--- config.mk ---
export PLATFORM = sky130hd
export DESIGN_NAME = dmem_port_ctrl
export DESIGN_NICKNAME = d
export VERILOG_FILES = /design/src/rtl/dmem_port_ctrl.sv
export SDC_FILE = /design/constraint.sdc
export NUM_CORES = 1
export LEC_CHECK = 0
export BUFFER_PORTS_ARGS = -buffer_cell sky130_fd_sc_hd__buf_4
export CAP_MARGIN = 20
export CORE_ASPECT_RATIO = 1.2
export CORE_MARGIN = 2
export CORE_UTILIZATION = 51
export CTS_CLUSTER_SIZE = 12
export DETAILED_ROUTE_END_ITERATION = 12
export PLACE_DENSITY = 0.8
export SLEW_MARGIN = 10
export SYNTH_ARGS = -nofsm -noshare
export SYNTH_HDL_FRONTEND = slang
export SYNTH_SLANG_ARGS = --single-unit
--- constraint.sdc ---
create_clock -name clk -period 3.5 [get_ports clk]
set_input_delay 0.525 -clock clk [delete_from_list [all_inputs] [get_ports clk]]
set_output_delay 0.525 -clock clk [all_outputs]
set_load 0.005 [all_outputs]
--- src/rtl/dmem_port_ctrl.sv ---
// dmem_port_ctrl: sequences CPU load/store requests onto a 16-bit single-port data SRAM.
// Latency: load byte/half 3 cycles, word 4; store half 2, byte (read-modify-write) 3, word 3; bad funct3 1.
// Backpressure: one request in flight; req_ready only in IDLE, response held until resp_ready.
// Optional build macro MISALIGN_TRAP_EN: odd-address halfword/word accesses return resp_err
// without touching memory; when undefined, req_addr[0] is ignored for those sizes.
module dmem_port_ctrl #(
  parameter int XLEN = 32,
  parameter int AW   = 16
) (
  input  logic            clk,
  input  logic            rst,
  input  logic            req_valid,
  output logic            req_ready,
  input  logic            req_we,
  input  logic [2:0]      req_funct3,
  input  logic [AW-1:0]   req_addr,
  input  logic [XLEN-1:0] req_wdata,
  output logic            resp_valid,
  input  logic            resp_ready,
  output logic [XLEN-1:0] resp_data,
  output logic            resp_s_byte,
  output logic            resp_err,
  output logic            mem_rd,
  output logic            mem_wr,
  output logic [AW-2:0]   mem_addr,
  output logic [15:0]     mem_wdata,
  input  logic [15:0]     mem_rdata
);

  localparam logic [3:0] IDLE   = 4'd0;
  localparam logic [3:0] RD_LO  = 4'd1;
  localparam logic [3:0] RD_HI  = 4'd2;
  localparam logic [3:0] LAT    = 4'd3;
  localparam logic [3:0] LAT_HI = 4'd4;
  localparam logic [3:0] RMW_RD = 4'd5;
  localparam logic [3:0] RMW_WR = 4'd6;
  localparam logic [3:0] WR_LO  = 4'd7;
  localparam logic [3:0] WR_HI  = 4'd8;
  localparam logic [3:0] RESP   = 4'd9;

  localparam logic [AW-2:0] HA_ONE = {{(AW-2){1'b0}}, 1'b1};

  logic [3:0]      state_q, state_d;
  logic [AW-2:0]   ha_q, ha_d;
  logic [XLEN-1:0] wdata_q, wdata_d;
  logic            sbyte_q, sbyte_d;
  logic            word_q, word_d;
  logic [XLEN-1:0] rdata_q, rdata_d;
  logic            err_q, err_d;
  logic            acc_err;

  // Classify the incoming request: unsupported size/sign combos, plus optional misalignment trap.
  always_comb begin
    acc_err = (req_funct3[1:0] == 2'b11) || (req_we && req_funct3[2]);
`ifdef MISALIGN_TRAP_EN
    if (req_addr[0] && ((req_funct3[1:0] == 2'b01) || (req_funct3[1:0] == 2'b10))) begin
      acc_err = 1'b1;
    end
`else
    acc_err = acc_err;
`endif
  end

  // Sequencer next-state and capture of request fields / read data.
  always_comb begin
    state_d = state_q;
    ha_d    = ha_q;
    wdata_d = wdata_q;
    sbyte_d = sbyte_q;
    word_d  = word_q;
    rdata_d = rdata_q;
    err_d   = err_q;
    unique case (state_q)
      IDLE: begin
        if (req_valid) begin
          ha_d    = req_addr[AW-1:1];
          wdata_d = req_wdata;
          sbyte_d = req_addr[0];
          word_d  = (req_funct3[1:0] == 2'b10);
          rdata_d = '0;
          err_d   = acc_err;
          if (acc_err) begin
            state_d = RESP;
          end else if (!req_we) begin
            state_d = RD_LO;
          end else if (req_funct3[1:0] == 2'b00) begin
            state_d = RMW_RD;
          end else begin
            state_d = WR_LO;
          end
        end
      end
      RD_LO:  state_d = word_q ? RD_HI : LAT;
      RD_HI: begin
        rdata_d[15:0] = mem_rdata;
        state_d       = LAT_HI;
      end
      LAT: begin
        rdata_d[15:0] = mem_rdata;
        state_d       = RESP;
      end
      LAT_HI: begin
        rdata_d[XLEN-1:16] = mem_rdata;
        state_d            = RESP;
      end
      RMW_RD: state_d = RMW_WR;
      RMW_WR: state_d = RESP;
      WR_LO:  state_d = word_q ? WR_HI : RESP;
      WR_HI:  state_d = RESP;
      RESP: begin
        if (resp_ready) begin
          state_d = IDLE;
        end
      end
      default: state_d = IDLE;
    endcase
  end

  // State and datapath registers; reset aborts any access in progress.
  always_ff @(posedge clk or posedge rst) begin
    if (rst) begin
      state_q <= IDLE;
      ha_q    <= '0;
      wdata_q <= '0;
      sbyte_q <= 1'b0;
      word_q  <= 1'b0;
      rdata_q <= '0;
      err_q   <= 1'b0;
    end else begin
      state_q <= state_d;
      ha_q    <= ha_d;
      wdata_q <= wdata_d;
      sbyte_q <= sbyte_d;
      word_q  <= word_d;
      rdata_q <= rdata_d;
      err_q   <= err_d;
    end
  end

  // Memory strobes and address/data decoded from state; idle bus is driven to zero.
  always_comb begin
    mem_rd    = (state_q == RD_LO) || (state_q == RD_HI) || (state_q == RMW_RD);
    mem_wr    = (state_q == WR_LO) || (state_q == WR_HI) || (state_q == RMW_WR);
    mem_addr  = '0;
    mem_wdata = '0;
    if ((state_q == RD_HI) || (state_q == WR_HI)) begin
      mem_addr = ha_q + HA_ONE;
    end else if (mem_rd || mem_wr) begin
      mem_addr = ha_q;
    end
    // The byte merge uses the read data arriving this cycle from the RMW_RD strobe.
    if (state_q == WR_LO) begin
      mem_wdata = wdata_q[15:0];
    end else if (state_q == WR_HI) begin
      mem_wdata = wdata_q[31:16];
    end else if (state_q == RMW_WR) begin
      mem_wdata = sbyte_q ? {wdata_q[7:0], mem_rdata[7:0]} : {mem_rdata[15:8], wdata_q[7:0]};
    end
  end

  // Handshake and response outputs.
  always_comb begin
    req_ready   = (state_q == IDLE) && !rst;
    resp_valid  = (state_q == RESP);
    resp_data   = rdata_q;
    resp_s_byte = sbyte_q;
    resp_err    = err_q;
  end

endmodule

==> results of run 1 <==
through the flow:
stage	instance area, µm²	power, mW	util	std cells
2_1_floorplan	4408	3.218	-	441
3_3_place_gp	5473	3.998	0.6460	675
3_5_place_dp	5473	4.099	0.6460	675
4_1_cts	5662	4.758	0.6683	691
5_1_grt	5662	5.099	0.6683	691
6_report	5662	4.734	0.6683	691
kinds of logic after synthesis:
kind of cell / share of synthesized area
adders and majority gates: 0.002838
AOI/OAI and AO/OA: 0.1255
xor gates and xnor gates: 0.01221
and+or+nand+nor: 0.1785
DFF: 0.4882
buffers and inverters: 0.04513
muxes: 0.1476
worst reg2reg max path, stage by stage, from the launching register on:
cell and delay (ps):
dfrtp_1 600, nor2_1 400, nand3_4 690, buf_4 440, buf_4 200, nand3_1 100, nand2_1 70
sequential cells by signal, indices dropped and copies added, names as in the netlist:
name,count
resp_data,32
wdata_q,32
ha_q,15
state_q,4
resp_err,1
resp_s_byte,1
word_q,1
synth_stat cells, drive strengths merged, types with 2 or more instances:
| library cell | n | area share |
|---|---|---|
| mux2i | 2 | 0.0045 |
| o211ai | 6 | 0.010 |
| nand3b | 2 | 0.0034 |
| xnor2 | 2 | 0.0040 |
| o21ai | 41 | 0.047 |
| nand4 | 5 | 0.0071 |
| mux2 | 56 | 0.14 |
| dfrtp | 86 | 0.49 |
| o31ai | 5 | 0.0085 |
| nor2b | 2 | 0.0028 |
| clkbuf | 9 | 0.0077 |
| nand2 | 94 | 0.080 |
| nand3 | 30 | 0.035 |
| xor2 | 2 | 0.0082 |
| a21o | 8 | 0.015 |
| and2 | 3 | 0.0043 |
| nor2 | 14 | 0.014 |
| nand2b | 4 | 0.0057 |
| a21oi | 28 | 0.033 |
| and3 | 6 | 0.0085 |
| inv | 2 | 0.0017 |
| buf | 20 | 0.036 |
| or2 | 2 | 0.0028 |
where the power goes:
part           total, mW  switching, mW  internal [mW]
Combinational       2.17          0.998           1.17
Clock              0.665          0.378          0.287
Sequential          1.90          0.449           1.45
Total               4.73           1.82           2.91
area by class of cell:
cell class                      count  area (µm²)  share of cell area
Clock buffer                       10       137.6             0.02431
Multi-Input combinational cell    324        2069              0.3655
Inverter                            2       8.758            0.001547
Sequential cell                    86        2152              0.3801
Tap cell                          117       146.4             0.02586
Timing Repair Buffer              146        1096              0.1936
Clock inverter                      6       51.30            0.009061
how the worst max path moves through the flow:
| stage | from | end | slack [ps] | depth (start not counted) |
|---|---|---|---|---|
| after CTS | state_q[1]$_DFFE_PP0P_ | mem_wdata[6] | 340 | 5 |
| after global routing | state_q[1]$_DFFE_PP0P_ | mem_wdata[6] | 90 | 5 |
| after detailed placement | state_q[1]$_DFFE_PP0P_ | mem_wdata[6] | 740 | 5 |
| final | state_q[1]$_DFFE_PP0P_ | mem_wdata[3] | 330 | 5 |
| after global placement | state_q[1]$_DFFE_PP0P_ | mem_wdata[6] | 840 | 5 |
| after floorplan | rst | req_ready | 270 | 2 |
layer usage:
metal,vias up,GRT usage
met3,18,0.04072
li1,1797,-
met4,0,0.07684
met1,1818,0.3244
met2,142,0.4104
met5,-,0
==> results by stage, run 1 <==
Floorplanning:
- 141 I/O pins were placed.
- The count of standard-cell rows is 37.
- From bottom edge to top edge, the die measures approximately 110 µm.
- In this run the standard cell core region covers between 8000 and 9000 µm².
- The die area is 9406 µm².
- The x dimension of the die is 88.87 µm.
- The initial utilization of the core area, before any placement, comes to 0.5203.

Global route:
- The first global-routing pass estimated 18050 µm of wire.
- The overall track demand over capacity in global routing is 0.2463.
- The total grt overflow is 0.
- The number of antenna violations at the first check in global routing is 0.
- Entering global routing, the biggest net connects 62 pins.
- The via count of the first global-routing pass is 3706.

Setup path:
- The worst register-to-register path ends at resp_data[16]$_DFFE_PP0P_.
- Data on the critical path is required at its endpoint by 2970 ps.
- By instance count, the cell type seen most on the critical path is a21oi_1.
- The gate family responsible for the most delay along the worst path is simple AND/OR/NAND/NOR gates.
- Together, buffers and inverters on the worst path number 1.
- The worst register-to-register path has a depth of 6.
- The critical path start-end classification is flip-flop to primary output.
- The peak per-stage delay on the critical path is 730 ps.
- The signal on the critical path passes through and3b_1 -> nand2_1 -> a21oi_1 -> a21oi_1 -> buf_4.
- In this run the critical register-to-register path is launched from state_q[1]$_DFFE_PP0P_.
- In this run the worst path has a maximum fanout of 18.
- Among all stages on the critical path, the largest delay is contributed by dfrtp_1.
- The register-to-register setup slack is between 800 and 900 ps.
- STA classifies the critical path endpoint as a primary output.
- The data arrival time of the critical path is ~2700 ps.
- The category of the worst setup path launch point is a flip-flop.

STA:
- The maximum clock rate is around 0.32 GHz.
- The worst-case headroom to the max-slew limit is 0.4564.
- The largest clock skew in the final design is ~14 ps.
- The final clock period utilization by the worst path is 0.9067.
- Setup total negative slack on the finished layout was measured at 0 ps.
- Setup violations remaining at the end of the flow were counted as 0.
- The count of pins over their slew limit is 0.
- The slack of the critical path is about 330 ps.
- Counting I/O delays and the setup requirement, the final critical path takes 3173 ps.
- The minimum hold slack is 232.5 ps.
- For the pin with the worst max-slew slack, the measured transition is 815.5 ps.
- The count of final hold-check violations is 0.
- Setup repair after global routing left no endpoint under its margin.

Yosys:
- The flop and latch count out of synthesis is 86.
- The number of distinct library cell variants in the gate-level netlist after synthesis is 45.
- In the synthesized netlist the async set-or-reset flop fraction comes to 1.000.
- The netlist area before placement is 4408 µm².
- The register area share after synthesis is 0.4882.
- The number of nets handed over by synthesis was 514.
- The number of enable-type register cells in the synthesized netlist is 0.
- The warning count from the yosys run is 0.
- The most used flip-flop cell after synthesis is dfrtp_1.
- Each instance of the synthesized netlist takes up on average approximately 10 µm².
- The synthesized netlist cell count is 441.

Drt:
- Using the TritonRoute via totals, the vias-per-cell ratio works out to 5.463.
- The average detailed-routed wire length per instance is 16.32 µm.
- The routed length on met2 is ~5600 µm.
- In this run the top signal layer used is met4.
- The number of remaining DRC errors is 0.
- The count of nets left with antenna violations once routing finished came out at 0.
- The first routing iteration left 314 violations.
- The length of routed met3 wiring is 605 µm.
- For this block, wires on met1 add up to 4841 µm.
- Summed over all layers, the routed wires come to between 10000 and 15000 µm.
- The routed via count is ~3800.
- The first TritonRoute pass finished after 4 iterations.

Place:
- The congestion estimate from routability-driven global placement came to 0.8841.
- Summed over all nets, the half-perimeter wirelength after detailed placement is ~8500 µm.
- The worst slack after detailed placement is 741.1 ps.
- The count of input and output buffers is 140.

Pwr:
- The power density over the cells is 836.1 nW/µm².
- The static leakage is ~2.7 nW.
- Across the VDD grid, the largest voltage drop is 0.3952 mV.

Clock network:
- The longest clock path from root to sink contains 2 buffers.
- In this run, CTS created clock tree buffers numbering 9.
- The clock transition at the registers of the reported paths is 90 ps.
- The CTS tree is done.
- The number of clock sinks is 86.
- Buffers added to address setup during post-CTS repair amount to 0.
- The root buffer cell is clkbuf_8.
- The quantity of gates resized following cts is 0.
- The H-tree depth is 3.
- After clock tree synthesis, the flow added hold-fix buffers numbering 0.
- The clock latency reported for the late side of the worst-skew pair is between 300 and 400 ps.

Cells and area:
- The number of nets in the final layout is between 600 and 700.
- The most frequent standard cell in the layout excluding fill and tap cells is buf_4.
- Compared with the post-synthesis result, the final layout area differs by 28.44%.
- Leaving out fill and tap cells, the most frequent cells in the layout are 146 x buf_4, 94 x nand2_1, 86 x dfrtp_1, 41 x o21ai_0, 32 x mux2_2.
- The number of fill cells is ~690.
- 0 antenna diodes ended up in the layout.
- In the final layout, the share of cells above drive strength 1 is 0.3659.

Hold path:
- The class of the tightest hold or removal check is input port to asynchronous set/reset pin.

Status:
- The flow ran to the end, and the final reports show no timing, DRC or antenna violations.

Run:
- The tool flagged a number of max-cap violations equal to 0.
Power figures use the tool's default switching activity.
==> run 2: changes to the inputs <==
--- a/config.mk
+++ b/config.mk
@@ -7,12 +7,14 @@
 export LEC_CHECK = 0
 export BUFFER_PORTS_ARGS = -buffer_cell sky130_fd_sc_hd__buf_4
 export CAP_MARGIN = 20
+export CELL_PAD_IN_SITES_DETAIL_PLACEMENT = 0
+export CELL_PAD_IN_SITES_GLOBAL_PLACEMENT = 1
 export CORE_ASPECT_RATIO = 1.2
 export CORE_MARGIN = 2
-export CORE_UTILIZATION = 51
+export CORE_UTILIZATION = 38
 export CTS_CLUSTER_SIZE = 12
 export DETAILED_ROUTE_END_ITERATION = 12
-export PLACE_DENSITY = 0.8
+export PLACE_DENSITY_LB_ADDON = 0.1
 export SLEW_MARGIN = 10
 export SYNTH_ARGS = -nofsm -noshare
 export SYNTH_HDL_FRONTEND = slang
==> run 2 against run 1 <==
  * Combinational power about the same
  * Global-route usage down 4.6 points
  * Non-clock buffer count unchanged
  * Largest power group unchanged
  * Highest routed layer unchanged
==> results by stage, run 2 (same netlist as run 1, synthesis figures left out) <==
Status:
- Status: completed (unchanged).

Hold path:
- The class of the tightest hold or removal check is input port to asynchronous set/reset pin (unchanged).

STA:
- RSZ-0062 raised after global routing: no (unchanged).
- The count of pins over their slew limit is 0 (unchanged).
- The time the worst path needs with I/O delays and setup is 2937 ps (was 3173 ps).
- The number of endpoints failing setup at the final stage came to 0 (unchanged).
- The worst-case headroom to the max-slew limit is 0.4458 (was 0.4564).
- The measured slew at the worst slew-check pin was 831.3 ps (was 815.5 ps).
- The maximum clock rate was 0.3405 GHz (was 0.3151 GHz).
- The largest clock skew in the final design is 6.777 ps (was 14.10 ps).
- The final clock period utilization by the worst path came to 0.8390 (was 0.9067).
- The count of final hold-check violations is 0 (unchanged).
- The setup TNS is 0 ps (unchanged).

Setup path:
- The capture instance of the worst register-to-register path is ha_q[8]$_DFFE_PP0P_ (was resp_data[16]$_DFFE_PP0P_).
- The register-to-register setup slack is 1150 ps (was 870 ps).
- The largest fanout on the critical path is 18 (unchanged).
- The gate family responsible for the most delay along the worst path is flip-flops (was simple AND/OR/NAND/NOR gates).
- The endpoint type of the worst setup path is a primary output (unchanged).
- The data arrival time of the critical path is 2410 ps (was 2650 ps).
- The category of the worst setup path launch point is a flip-flop (unchanged).
- The cell repeated most along the worst path was buf_4 (was a21oi_1).
- The required time at the endpoint of the critical path was 2970 ps (about the same).
- The cell with the largest stage delay on the worst path is dfrtp_1 (unchanged).
- The number of buffer and inverter stages on the critical path is 2 (was 1).
- The peak per-stage delay on the critical path is 700 ps (was 730 ps).
- Ordered list of cells on the worst path: and3b_1 -> buf_4 -> nand2_1 -> a21oi_1 -> a21oi_2 -> buf_4 (was and3b_1 -> nand2_1 -> a21oi_1 -> a21oi_1 -> buf_4).
- The worst reg2reg path depth is 4 (was 6).
- The critical path start-end classification is flip-flop to primary output (unchanged).
- The worst reg2reg path startpoint was state_q[1]$_DFFE_PP0P_ (unchanged).

Pwr:
- The largest vdd supply drop was 0.3415 mV (was 0.3952 mV).
- The final total power was 5.082 mW (was 4.734 mW).
- The static leakage is 2.782 nW (was 2.706 nW).
- The power density over the cells is 868.4 nW/µm² (was 836.1 nW/µm²).

Clock network:
- The quantity of gates resized following cts is 0 (unchanged).
- The clock latency reported for the late side of the worst-skew pair is 330 ps (was 350 ps).
- The number of hold buffers added after CTS is 0 (unchanged).
- The total CTS buffers is 9 (unchanged).
- The CTS tree is done (unchanged).
- The H-tree depth is 3 (unchanged).
- The clock transition at the registers of the reported paths is 60 ps (was 90 ps).
- The post-CTS setup buffer count is 0 (unchanged).
- The number of buffers between clock root and the deepest sink came to 2 (unchanged).
- The number of clock sinks is 86 (unchanged).
- The root buffer cell is clkbuf_16 (was clkbuf_8).

Floorplanning:
- The number of ports placed on the die boundary is 141 (unchanged).
- The area inside the core boundary is 11460 µm² (was 8472 µm²).
- The starting density of the core came to 0.3846 (was 0.5203).
- The height of the die is 122.0 µm (was 105.8 µm).
- The x dimension of the die is 102.3 µm (was 88.87 µm).
- The die area came to 12480 µm² (was 9406 µm²).
- The count of standard-cell rows was 43 (was 37).

Place:
- The number of placed instances, taps included was 715 (was 675).
- The count of input and output buffers is 140 (unchanged).
- The instance area after placement is 5535 µm² (was 5473 µm²).
- The placed wire-length estimate came to 8860 µm (was 8487 µm).
- The placer congestion estimate was 0.8741 (was 0.8841).

Drt:
- The number of iterations in the first detailed-routing pass is 4 (unchanged).
- The overall routed net length came to 12110 µm (was 11280 µm).
- The number of remaining DRC errors is 0 (unchanged).
- The routed via count is 3709 (was 3775).
- The antenna violation net count after detailed routing is 0 (unchanged).
- The number of design-rule violations left by the first detailed-router iteration came to 131 (was 314).
- The via density per instance was 5.074 (was 5.463).
- The average detailed-routed wire length per instance is 16.57 µm (was 16.32 µm).

Cells and area:
- The fraction of final layout cells sized beyond drive strength 1 is 0.3624 (was 0.3659).
- The number of antenna repair diodes is 0 (unchanged).
- Most frequent cells in the layout: 145 x buf_4, 94 x nand2_1, 86 x dfrtp_1, 41 x o21ai_0, 32 x mux2_2 (was 146 x buf_4, 94 x nand2_1, 86 x dfrtp_1, 41 x o21ai_0, 32 x mux2_2).
- The design area is 5852 µm² (was 5662 µm²).
- The final cell count without fillers is 731 (was 691).
- The most frequent standard cell in the layout excluding fill and tap cells is buf_4 (unchanged).
- The number of nets in the final layout is 642 (unchanged).
- The synthesis-to-layout area growth was 32.76% (was 28.44%).

Run:
- The max-cap violation count is 0 (unchanged).

Global route:
- The via count of the first global-routing pass came to 3544 (was 3706).
- The first-pass GRT wire length is 19000 µm (was 18050 µm).
- The total grt overflow came to 0 (unchanged).
- The overall track demand over capacity in global routing is 0.2004 (was 0.2463).
- The number of antenna violations at the first check in global routing came to 0 (unchanged).
- The maximum number of pins on one net before global-route repair is 64 (was 62).
-- run 2: changes by cell type in the layout (fill, tap and decap cells not counted) --
cell	delta
buf_4	-1
inv_6	-2
buf_12	+1
bufinv_16	+2
clkbuf_1	+2
clkinv_2	+2
clkbuf_16	+9
clkinvlp_4	-3
clkbuf_8	-9
inv_8	-1
-- run 2: layout make-up --
type / count / area [µm²]
clock inverter: 4 / 70.07
timing repair buffer: 146 / 1109
sequential: 86 / 2152
fill: 1119 / 5608
multi-input combinational: 324 / 2069
inverter: 2 / 8.758
clock buffer: 12 / 246.5
tap: 157 / 196.4
-- run 2: metal layers --
metal,vias to the layer above,track usage,part of all wire
li1,1804,-,-
met1,1773,0.2593,0.43
met2,112,0.3285,0.50
met3,20,0.04475,0.055
met4,0,0.07250,0.018
met5,-,0,0
-- run 2: power by group --
| part | total (mW) | switching (mW) | internal, mW |
|---|---|---|---|
| combinational | 2.18 | 1.00 | 1.18 |
| clock | 1.01 | 0.372 | 0.643 |
| sequential | 1.89 | 0.435 | 1.45 |
-- run 2: worst register-to-register path, stage by stage, from the launching register on --
cell	delay, ps
dfrtp_1	580
nor2_1	390
nand3_4	490
buf_12	380
mux2_1	390
-- run 2: through the flow --
step | worst slack [ps] | hold slack [ps] | util
6_report | 563.3 | 174.2 | 0.5106
3_3_place_gp | 942.9 | 469.3 | 0.4830
4_1_cts | 547.9 | 175.3 | 0.5106
2_1_floorplan | 266.6 | 463.9 | -
5_1_grt | 379.5 | 204.2 | 0.5106
3_5_place_dp | 914.2 | 486.0 | 0.4830
-- run 2: worst max path at each step --
stage | start | cells past startpoint | slack [ps] | to
3_5_place_dp | state_q[1]$_DFFE_PP0P_ | 6 | 910 | mem_wdata[6]
2_1_floorplan | rst | 2 | 270 | req_ready
4_1_cts | state_q[1]$_DFFE_PP0P_ | 6 | 550 | mem_wdata[6]
5_1_grt | state_q[1]$_DFFE_PP0P_ | 6 | 380 | mem_wdata[4]
3_3_place_gp | state_q[1]$_DFFE_PP0P_ | 6 | 940 | mem_wdata[7]
6_report | state_q[1]$_DFFE_PP0P_ | 6 | 560 | mem_wdata[6]
==> run 3: changes to the inputs <==
==> constraint.sdc (replaced) <==
create_clock -name clk -period 2.9 [get_ports clk]
set_input_delay 0.435 -clock clk [delete_from_list [all_inputs] [get_ports clk]]
set_output_delay 0.435 -clock clk [all_outputs]
set_load 0.005 [all_outputs]
==> run 3 against run 2 <==
  * Sequential power is 21% higher
  * Non-clock buffer count grew 2
  * Count of clock-buffer cells in the layout increased by 1
  * Sequential share of layout area down 0.088 points
  * Clock power rose by 16%
  * Cell area rose by 0.30%
  * Largest power group unchanged
  * Highest routed layer unchanged
==> results by stage, run 3 (same netlist as run 1, synthesis figures left out) <==
STA:
- The setup TNS was 0 ps (unchanged).
- Of the available clock period, the critical path in the final layout requires 0.9050.
- The worst-case headroom to the max-slew limit is 0.5228 (was 0.4458).
- The minimum hold slack is 238.5 ps (was 174.2 ps).
- The smallest clock period supported by the final layout is computed as 2624 ps.
- The measured slew at the worst slew-check pin was 715.8 ps (was 831.3 ps).
- The largest clock skew in the final design was 7.214 ps (was 6.777 ps).
- The count of final hold-check violations was 0 (unchanged).
- The count of pins over their slew limit was 0 (unchanged).
- The maximum clock rate is between 0.3 and 0.4 GHz.
- The number of endpoints failing setup at the final stage is 0 (unchanged).
- RSZ-0062 raised after global routing: no (unchanged).

Place:
- The number of placed instances, taps included is 717 (was 715).
- The instance area after placement is 5565 µm² (was 5535 µm²).
- The placed wire-length estimate was 8565 µm (was 8860 µm).
- The placer congestion estimate was 0.8155 (was 0.8741).
- The count of input and output buffers was 140 (unchanged).

Cells and area:
- The synthesis-to-layout area growth is 33.15% (was 32.76%).
- The fraction of final layout cells sized beyond drive strength 1 is 0.3663 (was 0.3624).
- Most frequent cells in the layout: 146 x buf_4, 94 x nand2_1, 85 x dfrtp_1, 41 x o21ai_0, 32 x mux2_2 (was 145 x buf_4, 94 x nand2_1, 86 x dfrtp_1, 41 x o21ai_0, 32 x mux2_2).
- The design area is 5869 µm² (was 5852 µm²).
- The number of nets in the final layout was 644 (was 642).
- The number of fill cells came to 1105 (was 1119).
- The number of antenna repair diodes is 0 (unchanged).
- The area taken by flip-flops and latches is 2153 µm² (was 2152 µm²).
- The final cell count without fillers was 733 (was 731).
- The most frequent standard cell in the layout excluding fill and tap cells is buf_4 (unchanged).
- The multi-input gate area in the final layout was 2069 µm² (unchanged).

Setup path:
- The peak per-stage delay on the critical path is 550 ps (was 700 ps).
- The cell with the largest stage delay on the worst path is dfrtp_1 (unchanged).
- The gate family responsible for the most delay along the worst path is flip-flops (unchanged).
- The data arrival time of the critical path is 2190 ps (was 2410 ps).
- The largest fanout on the critical path came to 26 (was 18).
- The number of buffer and inverter stages on the critical path is 2 (unchanged).
- The critical path start-end classification is flip-flop to primary output (unchanged).
- The endpoint type of the worst setup path is a primary output (unchanged).
- Ordered list of cells on the worst path: nor4b_4 -> buf_4 -> a31o_4 -> o211ai_1 -> o31ai_1 -> buf_4 (was and3b_1 -> buf_4 -> nand2_1 -> a21oi_1 -> a21oi_2 -> buf_4).
- The category of the worst setup path launch point is a flip-flop (unchanged).
- The cell repeated most along the worst path is buf_4 (unchanged).
- The required time at the endpoint of the critical path was 2470 ps (was 2970 ps).

Clock network:
- The CTS tree is done (unchanged).
- The number of clock sinks was 86 (unchanged).
- The post-CTS setup buffer count came to 0 (unchanged).
- The clock latency reported for the late side of the worst-skew pair is 330 ps (about the same).
- The quantity of gates resized following cts came to 0 (unchanged).
- The total CTS buffers is 9 (unchanged).
- The clock transition at the registers of the reported paths is 70 ps (was 60 ps).
- The number of buffers between clock root and the deepest sink is 2 (unchanged).
- The H-tree depth was 3 (unchanged).
- The root buffer cell is clkbuf_16 (unchanged).
- The number of hold buffers added after CTS came to 0 (unchanged).

Drt:
- The number of iterations in the first detailed-routing pass was 4 (unchanged).
- The average detailed-routed wire length per instance was 16.60 µm (was 16.57 µm).
- The overall routed net length is 12170 µm (was 12110 µm).
- The routed via count is 3710 (was 3709).
- The number of design-rule violations left by the first detailed-router iteration is 167 (was 131).
- The via density per instance was 5.061 (was 5.074).
- The antenna violation net count after detailed routing is 0 (unchanged).
- The number of remaining DRC errors is 0 (unchanged).

Hold path:
- The class of the tightest hold or removal check was input port to asynchronous set/reset pin (unchanged).

Global route:
- The number of antenna violations at the first check in global routing is 0 (unchanged).
- The via count of the first global-routing pass is 3644 (was 3544).
- The first-pass GRT wire length came to 19150 µm (was 19000 µm).
- The overall track demand over capacity in global routing is 0.2011 (was 0.2004).
- The maximum number of pins on one net before global-route repair is 87 (was 64).
- The total grt overflow is 0 (unchanged).

Run:
- The max-cap violation count is 0 (unchanged).

Pwr:
- The power density over the cells is 1040 nW/µm² (was 868.4 nW/µm²).
- The static leakage is 2.780 nW (was 2.782 nW).
- The largest vdd supply drop came to 0.5339 mV (was 0.3415 mV).

Floorplanning:
- The x dimension of the die was 102.3 µm (unchanged).
- The height of the die was 122.0 µm (unchanged).
- The area inside the core boundary is 11460 µm² (unchanged).
- The starting density of the core is 0.3846 (unchanged).
- The number of ports placed on the die boundary is 141 (unchanged).
- The die area is 12480 µm² (unchanged).
- The count of standard-cell rows was 43 (unchanged).

Status:
- Status: completed (unchanged).
run 3: cell count changes in the layout (fill, tap and decap cells not counted), sizes merged:
cell      delta
clkinv       -2
clkbuf       +1
bufinv       -1
buf          +2
clkinvlp     +2
run 3: worst paths after layout:
| kind | startpoint | endpoint | slack, ps | depth (start not counted) |
|---|---|---|---|---|
| worst min-delay path | rst | resp_data[12]$_DFFE_PP0P_ | 240 | 3 |
| max in group asynchronous | rst | resp_data[19]$_DFFE_PP0P_ | 2290 | 3 |
| worst min register to register | resp_err$_DFFE_PP0P_ | resp_err$_DFFE_PP0P_ | 490 | 2 |
| min in group clk | req_addr[10] | ha_q[9]$_DFFE_PP0P_ | 310 | 2 |
| worst max-delay path | state_q[2]$_DFFE_PP0P_ | mem_addr[12] | 280 | 6 |
| worst max register to register | state_q[3]$_DFFE_PP0P_ | ha_q[6]$_DFFE_PP0P_ | 930 | 5 |
run 3: worst register-to-register path, stage by stage, from the launching register on:
cell and delay (ps):
dfrtp_1 480, buf_4 210, nor2_1 300, nand3_4 210, buf_4 300, mux2_1 370
run 3: where the power goes:
part           total, mW  switching, mW  leakage [nW]  internal, mW
registers           2.28          0.526          1.07          1.76
logic               2.65           1.22          1.57          1.43
clock network       1.17          0.459         0.146         0.714
total               6.10           2.20          2.78          3.90
run 3: area by class of cell:
class                      instances  area share
clock buffer                      13     0.04434
clock inverter                     3    0.007248
inverter                           2    0.001919
multi-input combinational        324      0.3526
sequential                        86      0.3669
tap                              157     0.03347
timing repair buffer             148      0.1936
run 3: metal layers:
layer	GRT usage	wire, µm	vias up
li1	-	-	1808
met1	0.2627	5205	1780
met2	0.3351	6143	106
met3	0.03385	587	16
met4	0.07167	229	0
met5	0	0	-
run 3: per-stage QoR:
| stage | setup slack (ps) | util | power (mW) |
|---|---|---|---|
| 2_1_floorplan | 403.7 | - | 3.885 |
| 3_3_place_gp | 586.3 | 0.4856 | 4.927 |
| 3_5_place_dp | 549.5 | 0.4856 | 4.978 |
| 4_1_cts | 184.3 | 0.5121 | 6.171 |
| 5_1_grt | 81.00 | 0.5122 | 6.594 |
| 6_report | 275.5 | 0.5122 | 6.104 |
